<file path="config.mk">
export PLATFORM = sky130hd
export DESIGN_NAME = acc_shift_scheduler_flat
export DESIGN_NICKNAME = d
export VERILOG_FILES = /design/src/rtl/acc_shift_scheduler_if.sv /design/src/rtl/acc_shift_scheduler.sv /design/src/flat_wrapper.sv
export SDC_FILE = /design/constraint.sdc
export NUM_CORES = 1
export LEC_CHECK = 0
export CAP_MARGIN = 20
export CORE_AREA = 2 2 205 207
export DETAILED_ROUTE_END_ITERATION = 12
export DIE_AREA = 0 0 207 209
export GPL_TIMING_DRIVEN = 0
export HOLD_SLACK_MARGIN = 0.12
export PLACE_DENSITY_LB_ADDON = 0.3
export SLEW_MARGIN = 5
export SYNTH_ARGS = -nofsm -noshare
export SYNTH_HDL_FRONTEND = slang
export SYNTH_SLANG_ARGS = --single-unit
</file>
<file path="constraint.sdc">
create_clock -name clk -period 5.2 [get_ports clk]
set_input_delay 0.52 -clock clk [delete_from_list [all_inputs] [get_ports clk]]
set_output_delay 0.52 -clock clk [all_outputs]
set_load 0.01 [all_outputs]
</file>
<file path="src/rtl/acc_shift_scheduler_if.sv">
// Job command, shifter control, SRAM port and completion signals of acc_shift_scheduler.
// The master side is the surrounding system; the scheduler connects to the slave side.
interface acc_shift_scheduler_if #(
  parameter int ADDR_W = 10,
  parameter int CH     = 32,
  parameter int TAG_W  = 4
);
  logic                   cmd_valid;
  logic                   cmd_ready;
  logic [ADDR_W-1:0]      cmd_base;
  logic [ADDR_W-1:0]      cmd_size;
  logic [CH-1:0]          cmd_ctrl;
  logic [TAG_W-1:0]       cmd_tag;
  logic                   shift_start;
  logic                   shift_idle;
  logic [CH-1:0]          shift_ctrl;
  logic [ADDR_W*CH-1:0]   start_addr;
  logic [ADDR_W-1:0]      img_size;
  logic                   shf_sram_en;
  logic [ADDR_W-1:0]      shf_sram_addr;
  logic                   host_we;
  logic [ADDR_W-1:0]      host_addr;
  logic [CH-1:0]          host_wdata;
  logic                   host_ready;
  logic                   sram_en;
  logic                   sram_we;
  logic [ADDR_W-1:0]      sram_addr;
  logic [CH-1:0]          sram_wdata;
  logic                   done_valid;
  logic [TAG_W-1:0]       done_tag;
  logic                   done_err;
  logic                   busy;

  modport master (
    output cmd_valid, cmd_base, cmd_size, cmd_ctrl, cmd_tag, shift_idle,
           shf_sram_en, shf_sram_addr, host_we, host_addr, host_wdata,
    input  cmd_ready, shift_start, shift_ctrl, start_addr, img_size, host_ready,
           sram_en, sram_we, sram_addr, sram_wdata, done_valid, done_tag, done_err, busy
  );

  modport slave (
    input  cmd_valid, cmd_base, cmd_size, cmd_ctrl, cmd_tag, shift_idle,
           shf_sram_en, shf_sram_addr, host_we, host_addr, host_wdata,
    output cmd_ready, shift_start, shift_ctrl, start_addr, img_size, host_ready,
           sram_en, sram_we, sram_addr, sram_wdata, done_valid, done_tag, done_err, busy
  );
endinterface

</file>
<file path="src/rtl/acc_shift_scheduler.sv">
// Queues shift jobs and launches them one at a time on the shifter, holding its config for the
// whole job; also arbitrates the shared activation-SRAM port (shifter reads beat host writes).
module acc_shift_scheduler #(
  parameter int SRAM_DEPTH = 1024,
  parameter int CH         = 32,
  parameter int QDEPTH     = 4,
  parameter int TAG_W      = 4,
  parameter int START_TO   = 8
) (
  input  logic                 clk,
  input  logic                 reset,
  acc_shift_scheduler_if.slave bus
);
  localparam int ADDR_W = $clog2(SRAM_DEPTH);
  localparam int QA_W   = $clog2(QDEPTH);
  localparam int TO_W   = $clog2(START_TO + 1);
  localparam logic [QA_W:0]   QFULL   = (QA_W+1)'(QDEPTH);
  localparam logic [TO_W-1:0] TO_LAST = TO_W'(START_TO - 1);

  typedef enum logic [2:0] {S_IDLE, S_LOAD, S_START, S_WAITB, S_RUN, S_DONE} state_t;

  state_t               r_state;
  state_t               w_next;
  logic                 w_to_err;

  logic [ADDR_W-1:0]    r_q_base [QDEPTH];
  logic [ADDR_W-1:0]    r_q_size [QDEPTH];
  logic [CH-1:0]        r_q_ctrl [QDEPTH];
  logic [TAG_W-1:0]     r_q_tag  [QDEPTH];
  logic [QA_W-1:0]      r_wptr;
  logic [QA_W-1:0]      r_rptr;
  logic [QA_W:0]        r_count;
  logic                 w_full;
  logic                 w_empty;
  logic                 w_push;
  logic                 w_pop;

  logic                 r_shift_start;
  logic [CH-1:0]        r_shift_ctrl;
  logic [ADDR_W*CH-1:0] r_start_addr;
  logic [ADDR_W-1:0]    r_img_size;
  logic [TAG_W-1:0]     r_tag;
  logic [TO_W-1:0]      r_to_cnt;
  logic                 r_done_valid;
  logic [TAG_W-1:0]     r_done_tag;
  logic                 r_done_err;

  logic                 w_sram_en;
  logic                 w_sram_we;
  logic [ADDR_W-1:0]    w_sram_addr;
  logic                 w_host_ready;

  assign w_full  = (r_count == QFULL);
  assign w_empty = (r_count == '0);
  assign w_push  = bus.cmd_valid && !w_full;
  assign w_pop   = (r_state == S_LOAD);

  // Queue payload carries no reset; only pointers and count define occupancy.
  always_ff @(posedge clk) begin
    if (w_push) begin
      r_q_base[r_wptr] <= bus.cmd_base;
      r_q_size[r_wptr] <= bus.cmd_size;
      r_q_ctrl[r_wptr] <= bus.cmd_ctrl;
      r_q_tag[r_wptr]  <= bus.cmd_tag;
    end
  end

  always_comb begin
    w_next   = r_state;
    w_to_err = 1'b0;
    case (r_state)
      S_IDLE:  if (!w_empty) w_next = S_LOAD;
      S_LOAD:  w_next = S_START;
      S_START: w_next = S_WAITB;
      S_WAITB: begin
        if (!bus.shift_idle) begin
          w_next = S_RUN;
        end else if (r_to_cnt == TO_LAST) begin
          w_next   = S_DONE;
          w_to_err = 1'b1;
        end
      end
      S_RUN:   if (bus.shift_idle) w_next = S_DONE;
      S_DONE:  w_next = S_IDLE;
      default: w_next = S_IDLE;
    endcase
  end

  always_ff @(posedge clk) begin
    if (reset) begin
      r_state       <= S_IDLE;
      r_wptr        <= '0;
      r_rptr        <= '0;
      r_count       <= '0;
      r_shift_start <= 1'b0;
      r_shift_ctrl  <= '0;
      r_start_addr  <= '0;
      r_img_size    <= '0;
      r_tag         <= '0;
      r_to_cnt      <= '0;
      r_done_valid  <= 1'b0;
      r_done_tag    <= '0;
      r_done_err    <= 1'b0;
    end else begin
      r_state <= w_next;
      if (w_push) r_wptr <= r_wptr + 1'b1;
      if (w_pop)  r_rptr <= r_rptr + 1'b1;
      case ({w_push, w_pop})
        2'b10:   r_count <= r_count + 1'b1;
        2'b01:   r_count <= r_count - 1'b1;
        default: ;
      endcase
      // shift_start is registered off LOAD so it coincides with the START state.
      r_shift_start <= (r_state == S_LOAD);
      if (r_state == S_LOAD) begin
        r_shift_ctrl <= r_q_ctrl[r_rptr];
        r_start_addr <= {CH{r_q_base[r_rptr]}};
        r_img_size   <= r_q_size[r_rptr];
        r_tag        <= r_q_tag[r_rptr];
      end
      if (r_state == S_START)      r_to_cnt <= '0;
      else if (r_state == S_WAITB) r_to_cnt <= r_to_cnt + 1'b1;
      r_done_valid <= (w_next == S_DONE);
      if (w_next == S_DONE) begin
        r_done_tag <= r_tag;
        r_done_err <= w_to_err;
      end
    end
  end

  // Shifter reads always win the single SRAM port; host writes only take free cycles.
  always_comb begin
    w_sram_en    = 1'b0;
    w_sram_we    = 1'b0;
    w_sram_addr  = bus.host_addr;
    w_host_ready = 1'b0;
    if (bus.shf_sram_en) begin
      w_sram_en   = 1'b1;
      w_sram_addr = bus.shf_sram_addr;
    end else if (bus.host_we) begin
      w_sram_en    = 1'b1;
      w_sram_we    = 1'b1;
      w_host_ready = 1'b1;
    end
  end

  assign bus.cmd_ready   = !w_full;
  assign bus.shift_start = r_shift_start;
  assign bus.shift_ctrl  = r_shift_ctrl;
  assign bus.start_addr  = r_start_addr;
  assign bus.img_size    = r_img_size;
  assign bus.host_ready  = w_host_ready;
  assign bus.sram_en     = w_sram_en;
  assign bus.sram_we     = w_sram_we;
  assign bus.sram_addr   = w_sram_addr;
  assign bus.sram_wdata  = bus.host_wdata;
  assign bus.done_valid  = r_done_valid;
  assign bus.done_tag    = r_done_tag;
  assign bus.done_err    = r_done_err;
  assign bus.busy        = (r_state != S_IDLE) || !w_empty;
endmodule

</file>
<file path="src/flat_wrapper.sv">
// flat-port wrapper written by rule: the top's interface ports become plain ports
module acc_shift_scheduler_flat 
#(
  parameter int SRAM_DEPTH = 1024,
  parameter int CH         = 32,
  parameter int QDEPTH     = 4,
  parameter int TAG_W      = 4,
  parameter int START_TO   = 8
)
  (clk, reset, bus_cmd_valid, bus_cmd_base, bus_cmd_size, bus_cmd_ctrl, bus_cmd_tag, bus_shift_idle, bus_shf_sram_en, bus_shf_sram_addr, bus_host_we, bus_host_addr, bus_host_wdata, bus_cmd_ready, bus_shift_start, bus_shift_ctrl, bus_start_addr, bus_img_size, bus_host_ready, bus_sram_en, bus_sram_we, bus_sram_addr, bus_sram_wdata, bus_done_valid, bus_done_tag, bus_done_err, bus_busy);
  acc_shift_scheduler_if #(.ADDR_W((10)), .CH(CH), .TAG_W(TAG_W)) bus_i ();
  input  logic clk;
  input  logic reset;
  input wire logic [$bits(bus_i.cmd_valid)-1:0] bus_cmd_valid;
  input wire logic [$bits(bus_i.cmd_base)-1:0] bus_cmd_base;
  input wire logic [$bits(bus_i.cmd_size)-1:0] bus_cmd_size;
  input wire logic [$bits(bus_i.cmd_ctrl)-1:0] bus_cmd_ctrl;
  input wire logic [$bits(bus_i.cmd_tag)-1:0] bus_cmd_tag;
  input wire logic [$bits(bus_i.shift_idle)-1:0] bus_shift_idle;
  input wire logic [$bits(bus_i.shf_sram_en)-1:0] bus_shf_sram_en;
  input wire logic [$bits(bus_i.shf_sram_addr)-1:0] bus_shf_sram_addr;
  input wire logic [$bits(bus_i.host_we)-1:0] bus_host_we;
  input wire logic [$bits(bus_i.host_addr)-1:0] bus_host_addr;
  input wire logic [$bits(bus_i.host_wdata)-1:0] bus_host_wdata;
  output wire logic [$bits(bus_i.cmd_ready)-1:0] bus_cmd_ready;
  output wire logic [$bits(bus_i.shift_start)-1:0] bus_shift_start;
  output wire logic [$bits(bus_i.shift_ctrl)-1:0] bus_shift_ctrl;
  output wire logic [$bits(bus_i.start_addr)-1:0] bus_start_addr;
  output wire logic [$bits(bus_i.img_size)-1:0] bus_img_size;
  output wire logic [$bits(bus_i.host_ready)-1:0] bus_host_ready;
  output wire logic [$bits(bus_i.sram_en)-1:0] bus_sram_en;
  output wire logic [$bits(bus_i.sram_we)-1:0] bus_sram_we;
  output wire logic [$bits(bus_i.sram_addr)-1:0] bus_sram_addr;
  output wire logic [$bits(bus_i.sram_wdata)-1:0] bus_sram_wdata;
  output wire logic [$bits(bus_i.done_valid)-1:0] bus_done_valid;
  output wire logic [$bits(bus_i.done_tag)-1:0] bus_done_tag;
  output wire logic [$bits(bus_i.done_err)-1:0] bus_done_err;
  output wire logic [$bits(bus_i.busy)-1:0] bus_busy;
  assign bus_i.cmd_valid = bus_cmd_valid;
  assign bus_i.cmd_base = bus_cmd_base;
  assign bus_i.cmd_size = bus_cmd_size;
  assign bus_i.cmd_ctrl = bus_cmd_ctrl;
  assign bus_i.cmd_tag = bus_cmd_tag;
  assign bus_i.shift_idle = bus_shift_idle;
  assign bus_i.shf_sram_en = bus_shf_sram_en;
  assign bus_i.shf_sram_addr = bus_shf_sram_addr;
  assign bus_i.host_we = bus_host_we;
  assign bus_i.host_addr = bus_host_addr;
  assign bus_i.host_wdata = bus_host_wdata;
  assign bus_cmd_ready = bus_i.cmd_ready;
  assign bus_shift_start = bus_i.shift_start;
  assign bus_shift_ctrl = bus_i.shift_ctrl;
  assign bus_start_addr = bus_i.start_addr;
  assign bus_img_size = bus_i.img_size;
  assign bus_host_ready = bus_i.host_ready;
  assign bus_sram_en = bus_i.sram_en;
  assign bus_sram_we = bus_i.sram_we;
  assign bus_sram_addr = bus_i.sram_addr;
  assign bus_sram_wdata = bus_i.sram_wdata;
  assign bus_done_valid = bus_i.done_valid;
  assign bus_done_tag = bus_i.done_tag;
  assign bus_done_err = bus_i.done_err;
  assign bus_busy = bus_i.busy;
  acc_shift_scheduler #(.SRAM_DEPTH(SRAM_DEPTH), .CH(CH), .QDEPTH(QDEPTH), .TAG_W(TAG_W), .START_TO(START_TO)) u_core (.clk(clk), .reset(reset), .bus(bus_i));
endmodule
</file>
==> impl_metrics.toml <==
[final_layout]
diodes = 0
fin_area_sq_um = 20650
instances_no_fill = 1997
drive_above_1_share = 0.3491
syn_to_final_growth_pct = 51.51
n_fill_cell = 3560
nets = 1555

[setup_path]
cp_max_fo = 10
path_class = "in2out"
worstPathBufferInverterCount = 3
cp_top_family = "buffers and inverters"
crit_path_cell_trace = "clkdlybuf4s50_1 -> buf_1 -> mux2_2 -> clkdlybuf4s50_1"
cp.depth = 4
worst_path_largest_cell_delay_ns = 0.52
start_kind = "input pin"
cp_data_required_time_ns = 4.68
crit_top_cell = "clkdlybuf4s50_1"
worstPathArrival_ns = 2.36
worst_setup_path_end_kind = "output pin"
ff2ff_setup_slack_ns = 2.77
reg2reg_depth = 9
slowest_stage = "clkdlybuf4s50_1"

[timing]
fin_skew_ns = 0.02010
hold_viol = 0
hold_ws_ns = 0.4259
rsz0062_at_grt = "no"
setup_violations = 0
tns_ns = 0
fmax_mhz = 347.1
period_share = 0.5541
worst_slew_pin_slew_ns = 1.037
fin_crit_ns = 2.881
finalMaxSlewViolations = 0
slew_headroom = 0.3080

[floorplanning]
die_w_um = 207
rows = 75
io_pins = 530
dieArea_sq_um = 43260
die-height_um = 209
core_sq_um = 41290
start_util = 0.3301

[yosys]
synth_ff_type = "edfxtp_1"
yosysSeqAreaShare = 0.6096
synth_seq_cells = 303
yosysWarnings = 0
synth_top_cell_by_area = "edfxtp_1"
synth_cells = 893
synth_async_sr_flop_share = 0
synth_top_cells_by_area = "edfxtp_1 (49%), buf_4 (19%), dfxtp_1 (12%), mux4_2 (9.3%), a22o_1 (3.3%)"
synth.distinct_cells = 48
synth_edf_count = 224
synth_fp_nets = 1014
synth_area_sq_um = 13630
synth_top_area_frac = 0.4936
syn_area_per_cell_sq_um = 15.26

[grt]
track_usage = 0.1549
grt_first_pass_wirelength_um = 51670
use_met2 = 0.2839
grt_pass1_vias = 8324
use_met1 = 0.1821
top_usage_layer = "met2"
met3_usage = 0.03937
antenna_found_initial = 5
grt_max_degree = 48
grt_overflow = 0

[clock_tree]
clkTransAtPathRegs_ns = 0.05
cts-root-buf = "clkbuf_16"
cts_buffer_depth = 3
cts_buffers = 34
clock_latency_ns = 0.51
post_cts_buffers = 0
cts_hold_buf = 0
cts_resized = 0
cts_tree = "done"
clock-sinks = 303
h-tree-depth = 2

[route]
post_drt_via_cell_ratio = 4.181
vias = 8350
ant_nets = 0
drt_iter0_drc = 426
wl_per_cell_um = 17.51
firstDrtPassIters = 4
wirelength_um = 34970
route.detailed.drc = 0

[power]
powerDensity_nw_per_um2 = 454.0
leakage_nw = 7.840
ir_drop_mv = 0.3223

[place]
place_congestion = 0.7091
place_area_sq_um = 19430
hpwl_um = 25080
placed_cells = 1933
port_buffers = 495

[status]
status = "completed"

[job]
drv_cap = 0

[worst_hold_path]
hold_path_depth = 3
hp-class = "in2reg"
path summary, 6_finish.rpt:
path / to / startpoint
max: bus_sram_addr[3] / bus_shf_sram_en
min: u_core.r_wptr[1]$_SDFFE_PP0P_ / bus_cmd_valid
max reg2reg: u_core.r_count[2]$_SDFFE_PP0P_ / u_core.r_count[2]$_SDFFE_PP0P_
min reg2reg: u_core.bus.img_size[1]$_SDFFE_PP0P_ / u_core.bus.img_size[1]$_SDFFE_PP0P_
flip-flops by register name, summed over array words and instances, names as in the netlist, named ones only:
name	flops
u_core.r_rptr	2
u_core.r_to_cnt	4
u_core.bus.shift_start	1
u_core.bus.shift_ctrl	32
u_core.r_q_ctrl	128
u_core.bus.done_tag	4
u_core.r_wptr	2
u_core.r_q_size	40
u_core.r_tag	4
u_core.bus.start_addr	10
u_core.bus.done_valid	1
u_core.r_q_tag	16
u_core.r_count	3
u_core.r_q_base	40
u_core.r_state	3
u_core.bus.done_err	1
u_core.bus.img_size	10
power breakdown:
part	internal [mW]	switching [mW]	leakage, nW
sequential	2.89	0.222	2.70
combinational	2.48	1.43	4.60
clock	1.40	0.947	0.541
metal layers:
layer	vias up	wire length, um
li1	4006	-
met1	4043	13760
met2	249	18600
met3	50	2073
met4	2	535
met5	-	8
cell usage in the layout (no fill, tap or decap), types with 2 or more instances in the layout:
| cell type | instances |
|---|---|
| a21o_1 | 2 |
| clkinvlp_4 | 3 |
| clkbuf_8 | 6 |
| buf_8 | 2 |
| nor2_1 | 9 |
| mux2_2 | 10 |
| inv_1 | 6 |
| buf_16 | 8 |
| o2bb2ai_1 | 4 |
| nand2_1 | 5 |
| buf_2 | 9 |
| nand3_1 | 3 |
| dfxtp_2 | 3 |
| edfxtp_1 | 224 |
| nand2b_1 | 10 |
| and4bb_2 | 2 |
| clkbuf_16 | 34 |
| xnor2_1 | 2 |
| and3_4 | 4 |
| clkdlybuf4s50_1 | 495 |
| mux2i_1 | 5 |
| mux4_2 | 56 |
| xor2_1 | 2 |
| a21oi_1 | 8 |
| clkinv_2 | 6 |
| buf_1 | 4 |
| bufinv_16 | 2 |
| ha_1 | 6 |
| clkbuf_1 | 15 |
| o21ai_0 | 3 |
| or2_2 | 2 |
| dfxtp_1 | 76 |
| nor2b_1 | 2 |
| nor4_1 | 2 |
| and3b_1 | 2 |
| a22o_1 | 52 |
| buf_4 | 348 |
| buf_12 | 4 |
through the flow:
stage                     setup slack, ns  total power [mW]  utilization
after detailed placement            2.283             7.132       0.4707
after CTS                           2.214             9.504       0.4977
after floorplan                     2.567             5.185            -
final                               2.319             9.375       0.5001
after global routing                2.225             9.839       0.5001
after global placement              1.254             7.084       0.4664
synthesized netlist by cell type (5+ instances only):
| library cell | instances |
|---|---|
| clkbuf_1 | 9 |
| nor2_1 | 9 |
| mux4_2 | 56 |
| edfxtp_1 | 224 |
| nand2_1 | 5 |
| mux2_2 | 10 |
| buf_4 | 348 |
| ha_1 | 6 |
| inv_1 | 6 |
| a22o_1 | 52 |
| mux2i_1 | 5 |
| buf_2 | 9 |
| nand2b_1 | 10 |
| dfxtp_1 | 79 |
| a21oi_1 | 8 |
final cells by class:
type | instances | area [sq um] | share of cell area
tap | 539 | 674.4 | 0.03266
clock buffer | 46 | 955.9 | 0.04630
multi-input combinational | 208 | 2515 | 0.1218
clock inverter | 14 | 160.2 | 0.007757
sequential | 303 | 8312 | 0.4026
buffer | 376 | 2803 | 0.1357
inverter | 6 | 22.52 | 0.001091
timing repair buffer | 505 | 5205 | 0.2521
worst register-to-register path: stages (launching register included):
cell      delay [ns]
dfxtp_1         0.39
or3b_1          0.36
clkbuf_1        0.22
nand2_1         0.13
ha_1            0.18
inv_1           0.07
fa_1            0.42
xor2_1          0.15
or3_1           0.30
a21oi_1         0.14
cells by family (layout without fill, tap and decap cells):
logic type,count (synthesis),in the layout,share of synthesized area
XOR/XNOR,4,4,0.002571
buffers and inverters,382,947,0.2073
multiplexers,71,71,0.1045
adder cells (fa/ha/maj),7,7,0.006978
flip-flops,303,303,0.6096
AO/OA/AOI/OAI,75,75,0.04545
AND/OR/NAND/NOR,51,51,0.02360
Note: power is estimated with default switching activity, not from simulation.
